===== config.mk =====
export PLATFORM = sky130hd
export DESIGN_NAME = ysyx_24100006_lsu
export DESIGN_NICKNAME = d
export VERILOG_FILES = /design/src/rtl/ysyx_24100006_lsu.sv
export SDC_FILE = /design/constraint.sdc
export NUM_CORES = 1
export LEC_CHECK = 0
export BUFFER_PORTS_ARGS = -buffer_cell sky130_fd_sc_hd__buf_2
export CAP_MARGIN = 20
export CORE_UTILIZATION = 46
export CTS_CLUSTER_SIZE = 28
export DETAILED_ROUTE_END_ITERATION = 12
export GPL_ROUTABILITY_DRIVEN = 0
export GPL_TIMING_DRIVEN = 0
export PLACE_DENSITY = 0.75
export REMOVE_ABC_BUFFERS = 1
export SLEW_MARGIN = 20
export SYNTH_ARGS = -nofsm -noshare
export SYNTH_HDL_FRONTEND = slang
export SYNTH_SLANG_ARGS = --single-unit

===== constraint.sdc =====
create_clock -name clk -period 4.21 [get_ports clk]
set_input_delay 0.2105 -clock clk [delete_from_list [all_inputs] [get_ports clk]]
set_output_delay 0.2105 -clock clk [all_outputs]
set_load 0.05 [all_outputs]

===== src/rtl/ysyx_24100006_lsu.sv =====
// Load/store unit between EXU and the data memory: aligns addresses, builds byte
// masks, issues one-cycle strobes, waits for the response with a timeout, and extends load data.
module ysyx_24100006_lsu #(
  parameter int unsigned TIMEOUT_CYCLES = 255
) (
  input  logic        clk,
  input  logic        rst,
  input  logic        in_valid,
  output logic        in_ready,
  input  logic        in_is_load,
  input  logic        in_is_store,
  input  logic [2:0]  in_funct3,
  input  logic [31:0] in_addr,
  input  logic [31:0] in_wdata,
  output logic        Mem_Read,
  output logic        Mem_Write,
  output logic [7:0]  Mem_WMask,
  output logic [31:0] raddr,
  output logic [31:0] waddr,
  output logic [31:0] wdata,
  input  logic        mem_rvalid,
  input  logic [31:0] mem_rdata,
  input  logic        mem_wdone,
  output logic        out_valid,
  input  logic        out_ready,
  output logic [31:0] out_rdata,
  output logic        out_err
);

  typedef enum logic [1:0] {IDLE, REQ, WAIT, DONE} state_t;

  localparam logic [7:0] LAST_CNT = 8'(TIMEOUT_CYCLES - 1);

  state_t      state;
  logic        op_load;
  logic        op_store;
  logic [2:0]  funct3;
  logic [1:0]  offset;
  logic [7:0]  cnt;

  logic        req_load;
  logic        req_store;
  logic        req_mem;
  logic        req_misaligned;
  logic [3:0]  req_mask;
  logic [31:0] req_aligned;
  logic [31:0] req_wdata;

  logic [31:0] rdata_shifted;
  logic [31:0] load_ext;
  logic        resp_hit;

  assign in_ready = (state == IDLE);

  // Decode of the incoming request; a store flag wins when both flags are set.
  always_comb begin
    // NOTE: every combinational output gets a default first so no latch is inferred.
    req_mask       = 4'b1111;
    req_misaligned = 1'b0;
    req_store      = in_is_store;
    req_load       = in_is_load & ~in_is_store;
    req_mem        = req_load | req_store;
    req_aligned    = {in_addr[31:2], 2'b00};
    req_wdata      = in_wdata << {in_addr[1:0], 3'b000};
    case (in_funct3[1:0])
      2'b00: req_mask = 4'b0001 << in_addr[1:0];
      2'b01: begin
        req_mask       = 4'b0011 << in_addr[1:0];
        req_misaligned = in_addr[0];
      end
      default: begin
        req_mask       = 4'b1111;
        req_misaligned = (in_addr[1:0] != 2'b00);
      end
    endcase
  end

  always_comb begin
    rdata_shifted = mem_rdata >> {offset, 3'b000};
    load_ext      = rdata_shifted;
    case (funct3)
      3'b000:  load_ext = {{24{rdata_shifted[7]}}, rdata_shifted[7:0]};
      3'b100:  load_ext = {24'b0, rdata_shifted[7:0]};
      3'b001:  load_ext = {{16{rdata_shifted[15]}}, rdata_shifted[15:0]};
      3'b101:  load_ext = {16'b0, rdata_shifted[15:0]};
      default: load_ext = rdata_shifted;
    endcase
    resp_hit = (op_load & mem_rvalid) | (op_store & mem_wdone);
  end

  // NOTE: sequential state uses non-blocking assignments; reset is asynchronous and clears every register.
  always_ff @(posedge clk or posedge rst) begin
    if (rst) begin
      state     <= IDLE;
      op_load   <= 1'b0;
      op_store  <= 1'b0;
      funct3    <= 3'b000;
      offset    <= 2'b00;
      cnt       <= 8'd0;
      Mem_Read  <= 1'b0;
      Mem_Write <= 1'b0;
      Mem_WMask <= 8'd0;
      raddr     <= 32'd0;
      waddr     <= 32'd0;
      wdata     <= 32'd0;
      out_valid <= 1'b0;
      out_rdata <= 32'd0;
      out_err   <= 1'b0;
    end else begin
      case (state)
        IDLE: begin
          if (in_valid) begin
            op_load  <= req_load;
            op_store <= req_store;
            funct3   <= in_funct3;
            offset   <= in_addr[1:0];
            if (!req_mem || req_misaligned) begin
              state     <= DONE;
              out_valid <= 1'b1;
              out_err   <= req_mem;
              out_rdata <= 32'd0;
            end else begin
              state     <= REQ;
              Mem_Read  <= req_load;
              Mem_Write <= req_store;
              raddr     <= req_load  ? req_aligned : 32'd0;
              waddr     <= req_store ? req_aligned : 32'd0;
              Mem_WMask <= req_store ? {4'b0000, req_mask} : 8'd0;
              wdata     <= req_store ? req_wdata : 32'd0;
            end
          end
        end
        REQ: begin
          Mem_Read  <= 1'b0;
          Mem_Write <= 1'b0;
          cnt       <= 8'd0;
          state     <= WAIT;
        end
        WAIT: begin
          // A response arriving in the limit cycle still completes normally.
          if (resp_hit) begin
            state     <= DONE;
            out_valid <= 1'b1;
            out_err   <= 1'b0;
            out_rdata <= op_load ? load_ext : 32'd0;
          end else if (cnt == LAST_CNT) begin
            state     <= DONE;
            out_valid <= 1'b1;
            out_err   <= 1'b1;
            out_rdata <= 32'd0;
          end else begin
            cnt <= cnt + 8'd1;
          end
        end
        DONE: begin
          if (out_ready) begin
            state     <= IDLE;
            out_valid <= 1'b0;
            out_err   <= 1'b0;
            out_rdata <= 32'd0;
          end
        end
        default: state <= IDLE;
      endcase
    end
  end

endmodule


==> flow_summary.yaml <==
sta:
  slew_viol_final: 0
  hold_viol: 0
  min_period_over_period_pct: 62.4
  fin_crit_ns: 2.63
  setup_viol: 0
  slew_headroom_pct: 42.6
  rsz0062_at_grt: "false"
  fmax_ghz: 0.381
  clock_skew_ns: 0.00781
  tightest_slew_ns: 0.857
min_path:
  hold_class: "primary input to flip-flop"
yosys:
  async_flop_share_pct: 100
  synth_cells: 726
  synth_top_area_share_pct: 52.2
  synth_edf_count: 0
  synth.top_cells.by_area: "dfrtp_1 52%, nand2_1 9.1%, mux2i_1 6.0%, o21ai_0 5.6%, a22o_1 3.7%"
  synth.avg_cell_area_um2: 9.84
  synth_seq_area_share_pct: 52.2
  ys_types: 46
  ys.flop_type: "dfrtp_1"
  syn_area_mm2: 0.00715
  yosysWarnings: 0
  synth_area_leader_cell: "dfrtp_1"
  synth-seq-cells: 149
place:
  post_dp_cell_area_mm2: 0.00845
  post-dp-hpwl_mm: 12.3
  dp_cells: 1101
  numPortBuffers: 239
grt:
  grt_pass1_vias: 5759
  globalRouteOverflowTotal: 0
  antenna_found_initial: 0
  grt_max_degree: 86
  grt_first_pass_wirelength_mm: 28.9
  grt_util_all_layers_pct: 23.1
routing:
  drc: 0
  wl_per_cell_um: 15.9
  ant_nets: 0
  drt-vias-per-instance: 5.31
  vias: 6058
  drt-initial-drc-count: 282
  dr.pass1.iters: 5
  wl_mm: 18.2
power_and_ir_drop:
  total_power_mw: 7.19
  powerDensity_mw_per_mm2: 788
  power.leakage_nw: 4.77
  peakVddDrop_uv: 462
clock_network:
  ctsResizeCount: 0
  cts_buffer_depth: 2
  clk_pin_slew_ns: 0.07
  cts_buffers: 17
  cts-root-buf: "clkbuf_16"
  cts_tree: "done"
  h-tree-depth: 4
  clkSinkCount: 149
  clk_latency_ns: 0.42
die:
  die_y_um: 127
  die-area_mm2: 0.0160
  rows: 45
  core_mm2: 0.0152
  die_w_um: 127
  floorplan.initialDensity_pct: 47.0
  ios: 248
critical_path:
  endpoint_kind: "flip-flop"
  worst_setup_path_start_kind: "flip-flop"
  critical_path.max_fanout: 27
  worstSetupPathType: "flip-flop to flip-flop"
  crit_arrival_ns: 2.94
  required_ns: 4.52
flow_run:
  maxCapViolCount: 0
layout:
  post-route-util_pct: 60.1
  n_fill_cell: 1321
  area_delta_synth_final_pct: 27.7
  final_nets: 1053
  design_area_mm2: 0.00913
  drive_above_1_share_pct: 31.5
  layout.cells.non_filler: 1141
outcome:
  outcome: "finished clean"
critical path: stages (launching register included):
cell and delay, ns:
dfrtp_1 0.40, inv_1 0.15, ha_1 0.28, nand2_1 0.28, o211ai_4 0.72, buf_16 0.24, buf_16 0.17, a2111oi_0 0.07
a21o_1 0.20
placed cells by master (no fill, tap or decap), types with 3 or more instances in the layout:
cell type	instances
xnor2_1	5
mux2i_1	43
a21boi_0	8
o31ai_2	10
a2111oi_0	7
a21o_1	10
nand3_1	12
buf_2	238
nor2_1	21
nor4_1	3
buf_16	4
a22o_1	30
o21a_1	8
clkbuf_16	17
o31ai_1	23
inv_1	8
dfrtp_1	147
inv_6	9
ha_1	7
a21oi_1	7
mux2_2	6
dlygate4sd3_1	7
nor2b_1	11
conb_1	8
o21ai_0	80
nand2_1	173
inv_8	3
a211oi_1	14
worst paths after layout:
path | from | to | slack (ns) | cells after the start
max in group asynchronous | rst | wdata[9] | 3.09 | 4
hold reg to reg | wdata[11] | wdata[11] | 0.47 | 2
hold / removal | in_addr[13] | raddr[13] | 0.02 | 2
setup / recovery | state[0] | out_rdata[5] | 1.58 | 8
min in group asynchronous | rst | cnt[7] | 0.37 | 3
setup reg to reg | state[0] | out_rdata[5] | 1.58 | 8
registers in the layout, indices dropped and copies added (netlist names), 2 cells and up:
register   cells
funct3         3
out_rdata     32
cnt            8
offset         2
waddr         30
Mem_WMask      4
wdata         32
state          2
raddr         30
cell usage after synthesis, types with 2 or more instances:
cell type,n
nand2_1,173
dfrtp_1,149
o21ai_0,80
mux2i_1,43
a22o_1,30
clkbuf_1,25
o31ai_1,23
buf_2,22
nor2_1,21
a211oi_1,14
nand3_1,13
nor2b_1,11
a21o_1,10
o31ai_2,10
buf_4,9
inv_1,9
a21boi_0,8
o21a_1,8
a2111oi_0,7
a21oi_1,7
ha_1,7
buf_1,6
mux2_2,6
xnor2_1,5
nor4_1,3
a22oi_1,2
and2_1,2
buf_6,2
nand2b_1,2
nor3b_1,2
o211ai_1,2
layout make-up:
type | count | area [um2] | area share (%)
Timing Repair Buffer | 251 | 1400 | 15.3
Multi-Input combinational cell | 510 | 3110 | 34.1
Tap cell | 188 | 235 | 2.58
Clock inverter | 15 | 179 | 1.96
Clock buffer | 17 | 425 | 4.66
Sequential cell | 149 | 3730 | 40.9
Antenna cell | 1 | 2.50 | 0.0274
Inverter | 10 | 45.0 | 0.493
power by group:
group / switching, mW / internal [mW] / leakage (nW)
Combinational: 2.44 / 0.915 / 2.48
Clock: 0.670 / 0.901 / 0.299
Sequential: 0.381 / 1.88 / 2.00
timing repair:
| action | 4_1_cts | 5_1_grt |
|---|---|---|
| hold buffers | 7 | 0 |
| hold endpoints to repair | 70 | 0 |
| setup buffers | 0 | 0 |
| endpoints found under the setup margin | 0 | 0 |
kinds of logic (layout without fill, tap and decap cells):
logic type | after synthesis | count (layout) | synth area share, %
muxes | 49 | 49 | 6.97
DFF | 149 | 149 | 52.2
and+or+nand+nor | 234 | 234 | 13.7
buffers and inverters | 74 | 293 | 4.95
xor gates and xnor gates | 6 | 6 | 0.735
other | 1 | 9 | 0.0525
AOI/OAI and AO/OA | 206 | 206 | 20.2
adders and majority gates | 7 | 7 | 1.23
metrics by stage:
stage                     setup TNS (ns)  hold WS, ns  worst slack, ns
after global placement           -470.52        0.442            -2.40
after detailed placement               0        0.291             1.41
after floorplan                   -47.75        0.343           -0.679
after global routing                   0     0.000512             1.36
after CTS                              0      0.00138             1.57
final                                  0       0.0237             1.58
per-layer routing:
layer | share of wire (%) | up-vias | track usage, %
met5 | 0 | - | 0
met2 | 48 | 207 | 38.6
met4 | 2.1 | 0 | 8.36
li1 | - | 2946 | -
met1 | 43 | 2882 | 28.6
met3 | 6.2 | 23 | 6.50
Note: power is estimated with default switching activity, not from simulation.
